--- src/rtl/wb_reg_file_if.sv ---
// wb_reg_file_if
//   Groups the write-back, issue, read and debug signals of the architectural
//   register file into one bundle.
//   master : pipeline side (WB stage, ID stage, debug/testbench)
//   slave  : register file side
//   Signals:
//     wb_we/wb_addr/wb_data       write-back commit
//     iss_valid/iss_addr          destination of an instruction leaving ID
//     rd_addr_x/rd_data_x/rd_busy_x  read ports A and B with hazard flag
//     dbg_addr/dbg_data           non-bypassed debug read
//     pend_err                    sticky pending-counter error
interface wb_reg_file_if #(
  parameter int DATA_W = 32,
  parameter int ADDR_W = 5
);
  logic              wb_we;
  logic [ADDR_W-1:0] wb_addr;
  logic [DATA_W-1:0] wb_data;
  logic              iss_valid;
  logic [ADDR_W-1:0] iss_addr;
  logic [ADDR_W-1:0] rd_addr_a;
  logic [DATA_W-1:0] rd_data_a;
  logic              rd_busy_a;
  logic [ADDR_W-1:0] rd_addr_b;
  logic [DATA_W-1:0] rd_data_b;
  logic              rd_busy_b;
  logic [ADDR_W-1:0] dbg_addr;
  logic [DATA_W-1:0] dbg_data;
  logic              pend_err;

  modport master (
    output wb_we, wb_addr, wb_data, iss_valid, iss_addr,
           rd_addr_a, rd_addr_b, dbg_addr,
    input  rd_data_a, rd_busy_a, rd_data_b, rd_busy_b, dbg_data, pend_err
  );

  modport slave (
    input  wb_we, wb_addr, wb_data, iss_valid, iss_addr,
           rd_addr_a, rd_addr_b, dbg_addr,
    output rd_data_a, rd_busy_a, rd_data_b, rd_busy_b, dbg_data, pend_err
  );
endinterface

--- src/rtl/wb_reg_file.sv ---
// wb_reg_file
//   Architectural register file fed by the write-back stage. Commits WB
//   results, serves two combinational read ports (optionally bypassing the
//   write in flight) and tracks per-register pending writes so ID can detect
//   RAW hazards.
//   Ports:
//     clk  rising-edge clock
//     rst  asynchronous active-low reset (0 = reset)
//     bus  wb_reg_file_if slave modport (write-back, issue, read, debug, error)
module wb_reg_file #(
  parameter int DATA_W = 32,
  parameter int ADDR_W = 5,
  parameter int BYPASS = 1,
  parameter int PEND_W = 2
) (
  input  logic         clk,
  input  logic         rst,
  wb_reg_file_if.slave bus
);

  localparam int NREG = 2 ** ADDR_W;
  localparam logic [PEND_W-1:0] PEND_MAX = '1;

  logic [DATA_W-1:0] r_regs [NREG];
  logic [PEND_W-1:0] r_pend [NREG];
  logic              r_pendErr;

  logic [NREG-1:0]   w_inc;
  logic [NREG-1:0]   w_dec;
  logic [DATA_W-1:0] w_dataA;
  logic [DATA_W-1:0] w_dataB;
  logic              w_busyA;
  logic              w_busyB;

  // One-hot increment/decrement requests per register for this cycle.
  always_comb begin
    w_inc = '0;
    w_dec = '0;
    if (bus.iss_valid) w_inc[bus.iss_addr] = 1'b1;
    if (bus.wb_we)     w_dec[bus.wb_addr]  = 1'b1;
  end

  // Register array and pending counters. Entry 0 is never written or tracked.
  // Saturating counters: an overflow or underflow holds the value and sets
  // the sticky error flag instead of wrapping.
  always_ff @(posedge clk or negedge rst) begin
    if (!rst) begin
      for (int i = 0; i < NREG; i++) begin
        r_regs[i] <= '0;
        r_pend[i] <= '0;
      end
      r_pendErr <= 1'b0;
    end else begin
      if (bus.wb_we && (bus.wb_addr != '0)) r_regs[bus.wb_addr] <= bus.wb_data;
      for (int i = 1; i < NREG; i++) begin
        if (w_inc[i] && !w_dec[i]) begin
          if (r_pend[i] == PEND_MAX) r_pendErr <= 1'b1;
          else                       r_pend[i] <= r_pend[i] + 1'b1;
        end else if (!w_inc[i] && w_dec[i]) begin
          if (r_pend[i] == '0) r_pendErr <= 1'b1;
          else                 r_pend[i] <= r_pend[i] - 1'b1;
        end
      end
    end
  end

  // True when the write currently in WB targets addr and bypass is enabled.
  function automatic logic hitsWb(input logic [ADDR_W-1:0] addr);
    return (BYPASS != 0) && bus.wb_we && (bus.wb_addr == addr);
  endfunction

  function automatic logic [DATA_W-1:0] readData(input logic [ADDR_W-1:0] addr);
    if (addr == '0)  return '0;
    if (hitsWb(addr)) return bus.wb_data;
    return r_regs[addr];
  endfunction

  // A write that is already in WB is not counted as outstanding when it
  // bypasses, so the last in-flight write does not stall the reader.
  function automatic logic readBusy(input logic [ADDR_W-1:0] addr);
    logic [PEND_W-1:0] d;
    d    = '0;
    d[0] = hitsWb(addr);
    return (addr != '0) && ((r_pend[addr] - d) != '0);
  endfunction

  // Combinational read ports.
  always_comb begin
    w_dataA = readData(bus.rd_addr_a);
    w_dataB = readData(bus.rd_addr_b);
    w_busyA = readBusy(bus.rd_addr_a);
    w_busyB = readBusy(bus.rd_addr_b);
  end

  // Reset gating keeps the bypass path from leaking WB data while in reset.
  assign bus.rd_data_a = rst ? w_dataA : '0;
  assign bus.rd_data_b = rst ? w_dataB : '0;
  assign bus.rd_busy_a = rst & w_busyA;
  assign bus.rd_busy_b = rst & w_busyB;
  assign bus.dbg_data  = r_regs[bus.dbg_addr];
  assign bus.pend_err  = r_pendErr;

endmodule
--- src/flat_wrapper.sv ---
// flat-port wrapper written by rule: the top's interface ports become plain ports
module wb_reg_file_flat 
#(
  parameter int DATA_W = 32,
  parameter int ADDR_W = 5,
  parameter int BYPASS = 1,
  parameter int PEND_W = 2
)
  (clk, rst, bus_wb_we, bus_wb_addr, bus_wb_data, bus_iss_valid, bus_iss_addr, bus_rd_addr_a, bus_rd_addr_b, bus_dbg_addr, bus_rd_data_a, bus_rd_busy_a, bus_rd_data_b, bus_rd_busy_b, bus_dbg_data, bus_pend_err);
  wb_reg_file_if #(.DATA_W(DATA_W), .ADDR_W(ADDR_W)) bus_i ();
  input  logic clk;
  input  logic rst;
  input wire logic [$bits(bus_i.wb_we)-1:0] bus_wb_we;
  input wire logic [$bits(bus_i.wb_addr)-1:0] bus_wb_addr;
  input wire logic [$bits(bus_i.wb_data)-1:0] bus_wb_data;
  input wire logic [$bits(bus_i.iss_valid)-1:0] bus_iss_valid;
  input wire logic [$bits(bus_i.iss_addr)-1:0] bus_iss_addr;
  input wire logic [$bits(bus_i.rd_addr_a)-1:0] bus_rd_addr_a;
  input wire logic [$bits(bus_i.rd_addr_b)-1:0] bus_rd_addr_b;
  input wire logic [$bits(bus_i.dbg_addr)-1:0] bus_dbg_addr;
  output wire logic [$bits(bus_i.rd_data_a)-1:0] bus_rd_data_a;
  output wire logic [$bits(bus_i.rd_busy_a)-1:0] bus_rd_busy_a;
  output wire logic [$bits(bus_i.rd_data_b)-1:0] bus_rd_data_b;
  output wire logic [$bits(bus_i.rd_busy_b)-1:0] bus_rd_busy_b;
  output wire logic [$bits(bus_i.dbg_data)-1:0] bus_dbg_data;
  output wire logic [$bits(bus_i.pend_err)-1:0] bus_pend_err;
  assign bus_i.wb_we = bus_wb_we;
  assign bus_i.wb_addr = bus_wb_addr;
  assign bus_i.wb_data = bus_wb_data;
  assign bus_i.iss_valid = bus_iss_valid;
  assign bus_i.iss_addr = bus_iss_addr;
  assign bus_i.rd_addr_a = bus_rd_addr_a;
  assign bus_i.rd_addr_b = bus_rd_addr_b;
  assign bus_i.dbg_addr = bus_dbg_addr;
  assign bus_rd_data_a = bus_i.rd_data_a;
  assign bus_rd_busy_a = bus_i.rd_busy_a;
  assign bus_rd_data_b = bus_i.rd_data_b;
  assign bus_rd_busy_b = bus_i.rd_busy_b;
  assign bus_dbg_data = bus_i.dbg_data;
  assign bus_pend_err = bus_i.pend_err;
  wb_reg_file #(.DATA_W(DATA_W), .ADDR_W(ADDR_W), .BYPASS(BYPASS), .PEND_W(PEND_W)) u_core (.clk(clk), .rst(rst), .bus(bus_i));
endmodule
--- config.mk ---
export PLATFORM = sky130hd
export DESIGN_NAME = wb_reg_file_flat
export DESIGN_NICKNAME = d
export VERILOG_FILES = /design/src/rtl/wb_reg_file_if.sv /design/src/rtl/wb_reg_file.sv /design/src/flat_wrapper.sv
export SDC_FILE = /design/constraint.sdc
export NUM_CORES = 2
export LEC_CHECK = 0
export CAP_MARGIN = 20
export CORE_AREA = 2 2 264 527
export CTS_BUF_LIST = sky130_fd_sc_hd__clkbuf_8
export CTS_CLUSTER_DIAMETER = 60
export DETAILED_ROUTE_END_ITERATION = 10
export DIE_AREA = 0 0 266 529
export PLACE_DENSITY = 0.66
export RECOVER_POWER = 50
export REMOVE_ABC_BUFFERS = 1
export SETUP_SLACK_MARGIN = 0.4
export SYNTH_ARGS = -nofsm -noshare
export SYNTH_HDL_FRONTEND = slang
export SYNTH_SLANG_ARGS = --single-unit
--- constraint.sdc ---
create_clock -name clk -period 4.4 [get_ports clk]
set_input_delay 0.66 -clock clk [delete_from_list [all_inputs] [get_ports clk]]
set_output_delay 0.66 -clock clk [all_outputs]
set_load 0.02 [all_outputs]
==> flow_metrics.env <==
export IMPL_wl_per_cell_um=35.67
export IMPL_finalMaxSlewViolations=812
export IMPL_antenna_found_initial=3
export IMPL_netlist_instances=5082
export IMPL_yosysSeqAreaShare_pct=39.95
export IMPL_overflow=0
export IMPL_remaining_drc_errors=0
export IMPL_skew_ns=0.03024
export IMPL_maxCapViolations=22
export IMPL_clockBufferDepth=4
export IMPL_synth_cell_types=70
export IMPL_grt_pass1_wl_mm=366.5
export IMPL_irDropWorstVdd_uv=194.0
export IMPL_utilization_pct=56.66
export IMPL_io_buffers=159
export IMPL_met2_length_mm=122.8
export IMPL_async_flop_share_pct=100.0
export IMPL_r2r_slack_ns=1.90
export IMPL_arrival_ns=5.03
export IMPL_gp_congestion=0.9777
export IMPL_final_setup_viol_count=0
export IMPL_power_density_nw_per_um2=411.6
export IMPL_fillers=10920
export IMPL_synth_warnings=2
export IMPL_dr_first_iter_drc_count=6028
export IMPL_clock_latency_ns=0.92
export IMPL_mostFrequentLayoutCell="dfrtp_1"
export IMPL_start_kind="input pin"
export IMPL_drtAntennaViolNets=0
export IMPL_holdPathStages=0
export IMPL_hold_viol=0
export IMPL_reg2reg_depth=7
export IMPL_cp_max_fo=18
export IMPL_r2r_start="u_core.r_pend[14]"
export IMPL_vias_per_cell=7.170
export IMPL_cts_buffers=167
export IMPL_slew_headroom_pct=-102.8
export IMPL_htreeDepth=4
export IMPL_cts_tree="yes"
export IMPL_endpoint_kind="register"
export IMPL_synth_edf_count=0
export IMPL_die_area_um2=140700
export IMPL_ctsRootBufferMaster="clkbuf_8"
export IMPL_synth_top_area_share_pct=39.95
export IMPL_min_period_ns=4.222
export IMPL_preCtsSetupSlack_ns=-0.2763
export IMPL_initial_core_util_pct=49.90
export IMPL_path_cells="dlygate4sd3_1 > clkbuf_1 > nand4bb_1 > nor2_4 > clkbuf_1 > buf_4 > nand2_1 > nand2_1"
export IMPL_io_pins=160
export IMPL_hp_class="register to register"
export IMPL_timing_final_ws_setup_ns=0.1781
export IMPL_tightest_slew_ns=3.042
export IMPL_grt_max_degree=171
export IMPL_core_um2=136500
export IMPL_syn_to_final_growth_pct=13.55
export IMPL_period_share_pct=95.95
export IMPL_dp_hpwl_mm=156.2
export IMPL_die_width_um=266
export IMPL_dr_max_layer_used="met5"
export IMPL_path_class="input pin to register"
export IMPL_yosys_area_top_type="dfrtp_1"
export IMPL_regToRegEndpoint="u_core.bus.pend_err"
export IMPL_p_leak_nw=33.15
export IMPL_hold_start="u_core.r_regs[1016]"
export IMPL_required_ns=5.21
export IMPL_fin_cells=7087
export IMPL_violations="max-capacitance violations, max-slew violations"
export IMPL_wl_mm=252.8
export IMPL_layout_common_cells="dfrtp_1, nand2_1, mux4_2, mux2_2, buf_4"
export IMPL_ys_top_cells_by_area="dfrtp_1, mux4_2, mux2_2, nand2_1, clkbuf_1"
export IMPL_fin_nets=5288
export IMPL_worstHoldEndpoint="u_core.r_regs[1016]"
export IMPL_drive_gt1_share_pct=44.86
export IMPL_status="finished with violations"
export IMPL_num_vias=50810
export IMPL_crit_path_max_incr_delay_ns=1.49
export IMPL_fmax_mhz=236.9
export IMPL_syn_area_per_cell_um2=13.40
export IMPL_syn_area_um2=68080
export IMPL_ys_flop_type="dfrtp_1"
export IMPL_num_rows=192
export IMPL_clkSinkCount=1087
export IMPL_die_h_um=529
export IMPL_rsz0062_at_grt="true"
export IMPL_place_inst=6797
export IMPL_ys_ff_latch=1087
export IMPL_finalPower_mw=31.82
export IMPL_wl_met1_mm=82.83
export IMPL_dr_pass1_iters=6
export IMPL_clkSlewWorstSetupHoldPaths_ns=0.06
export IMPL_tns_ns=0
export IMPL_wl_met3_mm=24.89
export IMPL_crit_slowest_cell="clkbuf_1"
export IMPL_grt_pass1_vias=52540
export IMPL_grt_total_usage_pct=36.35
-- cell families (layout without fill, tap and decap cells) --
family                 Yosys count  count (layout)  share of synthesized area (%)
AND/OR/NAND/NOR               1318            1318                          8.046
buffers and inverters          565             822                          3.620
flip-flops                    1087            1087                          39.95
multiplexers                  1780            1780                          45.24
other                            0               2                              0
XOR/XNOR                        11              11                         0.1415
AO/OA/AOI/OAI                  321             321                          3.005
-- cells in the mapped netlist (8+ instances only) --
cell type,instances
a2111oi_0,20
a211oi_1,18
a21oi_1,78
a31oi_1,13
and3_1,8
buf_1,35
buf_2,152
buf_4,21
buf_6,10
clkbuf_1,327
dfrtp_1,1087
inv_1,19
mux2_2,745
mux2i_1,72
mux4_2,963
nand2_1,1011
nand2b_1,24
nand3_1,14
nand4_1,10
nor2_1,123
nor2b_1,11
nor3_1,50
o211ai_1,8
o21ai_0,77
o22a_1,15
o22ai_1,45
or2_2,8
xor2_1,8
-- where the power goes --
group	switching, mW	internal [mW]
clock network	4.31	4.84
logic	3.60	5.17
registers	2.01	11.9
total	9.92	21.9
-- worst max-delay path: cells and delay by family --
family	cells	cell delay, ns
buffers and inverters	4	3.48
and+or+nand+nor	4	0.83
-- sequential cells by signal (all words and copies together) (netlist names) --
| register | cells |
|---|---|
| u_core.r_regs | 1024 |
| u_core.r_pend | 62 |
| u_core.bus.pend_err | 1 |
-- layer usage --
metal,vias to the layer above,track usage (%)
met3,1051,7.350
met2,3431,58.38
met5,-,0
li1,19700,-
met4,2,27.75
met1,26630,43.11
-- what timing repair did --
| item | CTS | global route |
|---|---|---|
| endpoints found under the hold margin | 63 | 0 |
| pin swaps | 2 | 3 |
| endpoints found under the setup margin | 48 | 28 |
| setup buffers | 0 | 3 |
| hold buffers | 1 | 0 |
| cloned | 0 | 1 |
| resized for setup | 59 | 35 |
-- area by class of cell --
| class | count | area, µm² | area share [%] |
|---|---|---|---|
| inverters | 20 | 77.57 | 0.1003 |
| clock inverters | 65 | 483.0 | 0.6247 |
| diodes | 2 | 5.005 | 0.006474 |
| repair buffers | 521 | 5540 | 7.166 |
| clock buffers | 216 | 2973 | 3.845 |
| multi-input cells | 3430 | 38850 | 50.25 |
| flip-flops and latches | 1087 | 27200 | 35.18 |
| well taps | 1746 | 2185 | 2.826 |
-- metrics by stage --
stage          instance area [µm²]  hold WS [ns]
2_1_floorplan                65690        0.3644
3_3_place_gp                 73750        0.3930
3_5_place_dp                 73760        0.4016
4_1_cts                      77350        0.4173
5_1_grt                      77310        0.4311
6_report                     77310        0.4161
-- worst max-delay path by stage --
stage | startpoint | end | slack (ns) | cells after the start
floorplan | bus_wb_addr[2] | bus_rd_data_b[17] | -0.22 | 6
global placement | bus_wb_addr[2] | bus_rd_data_b[29] | -0.57 | 10
detailed placement | bus_wb_addr[2] | bus_rd_data_b[22] | -0.28 | 10
CTS | bus_wb_addr[2] | bus_rd_data_b[29] | 0.17 | 12
global route | bus_wb_we | u_core.bus.pend_err | 0.19 | 8
finish | bus_wb_we | u_core.r_regs[713] | 0.18 | 8
No activity file was read; power rests on OpenSTA's default activity.
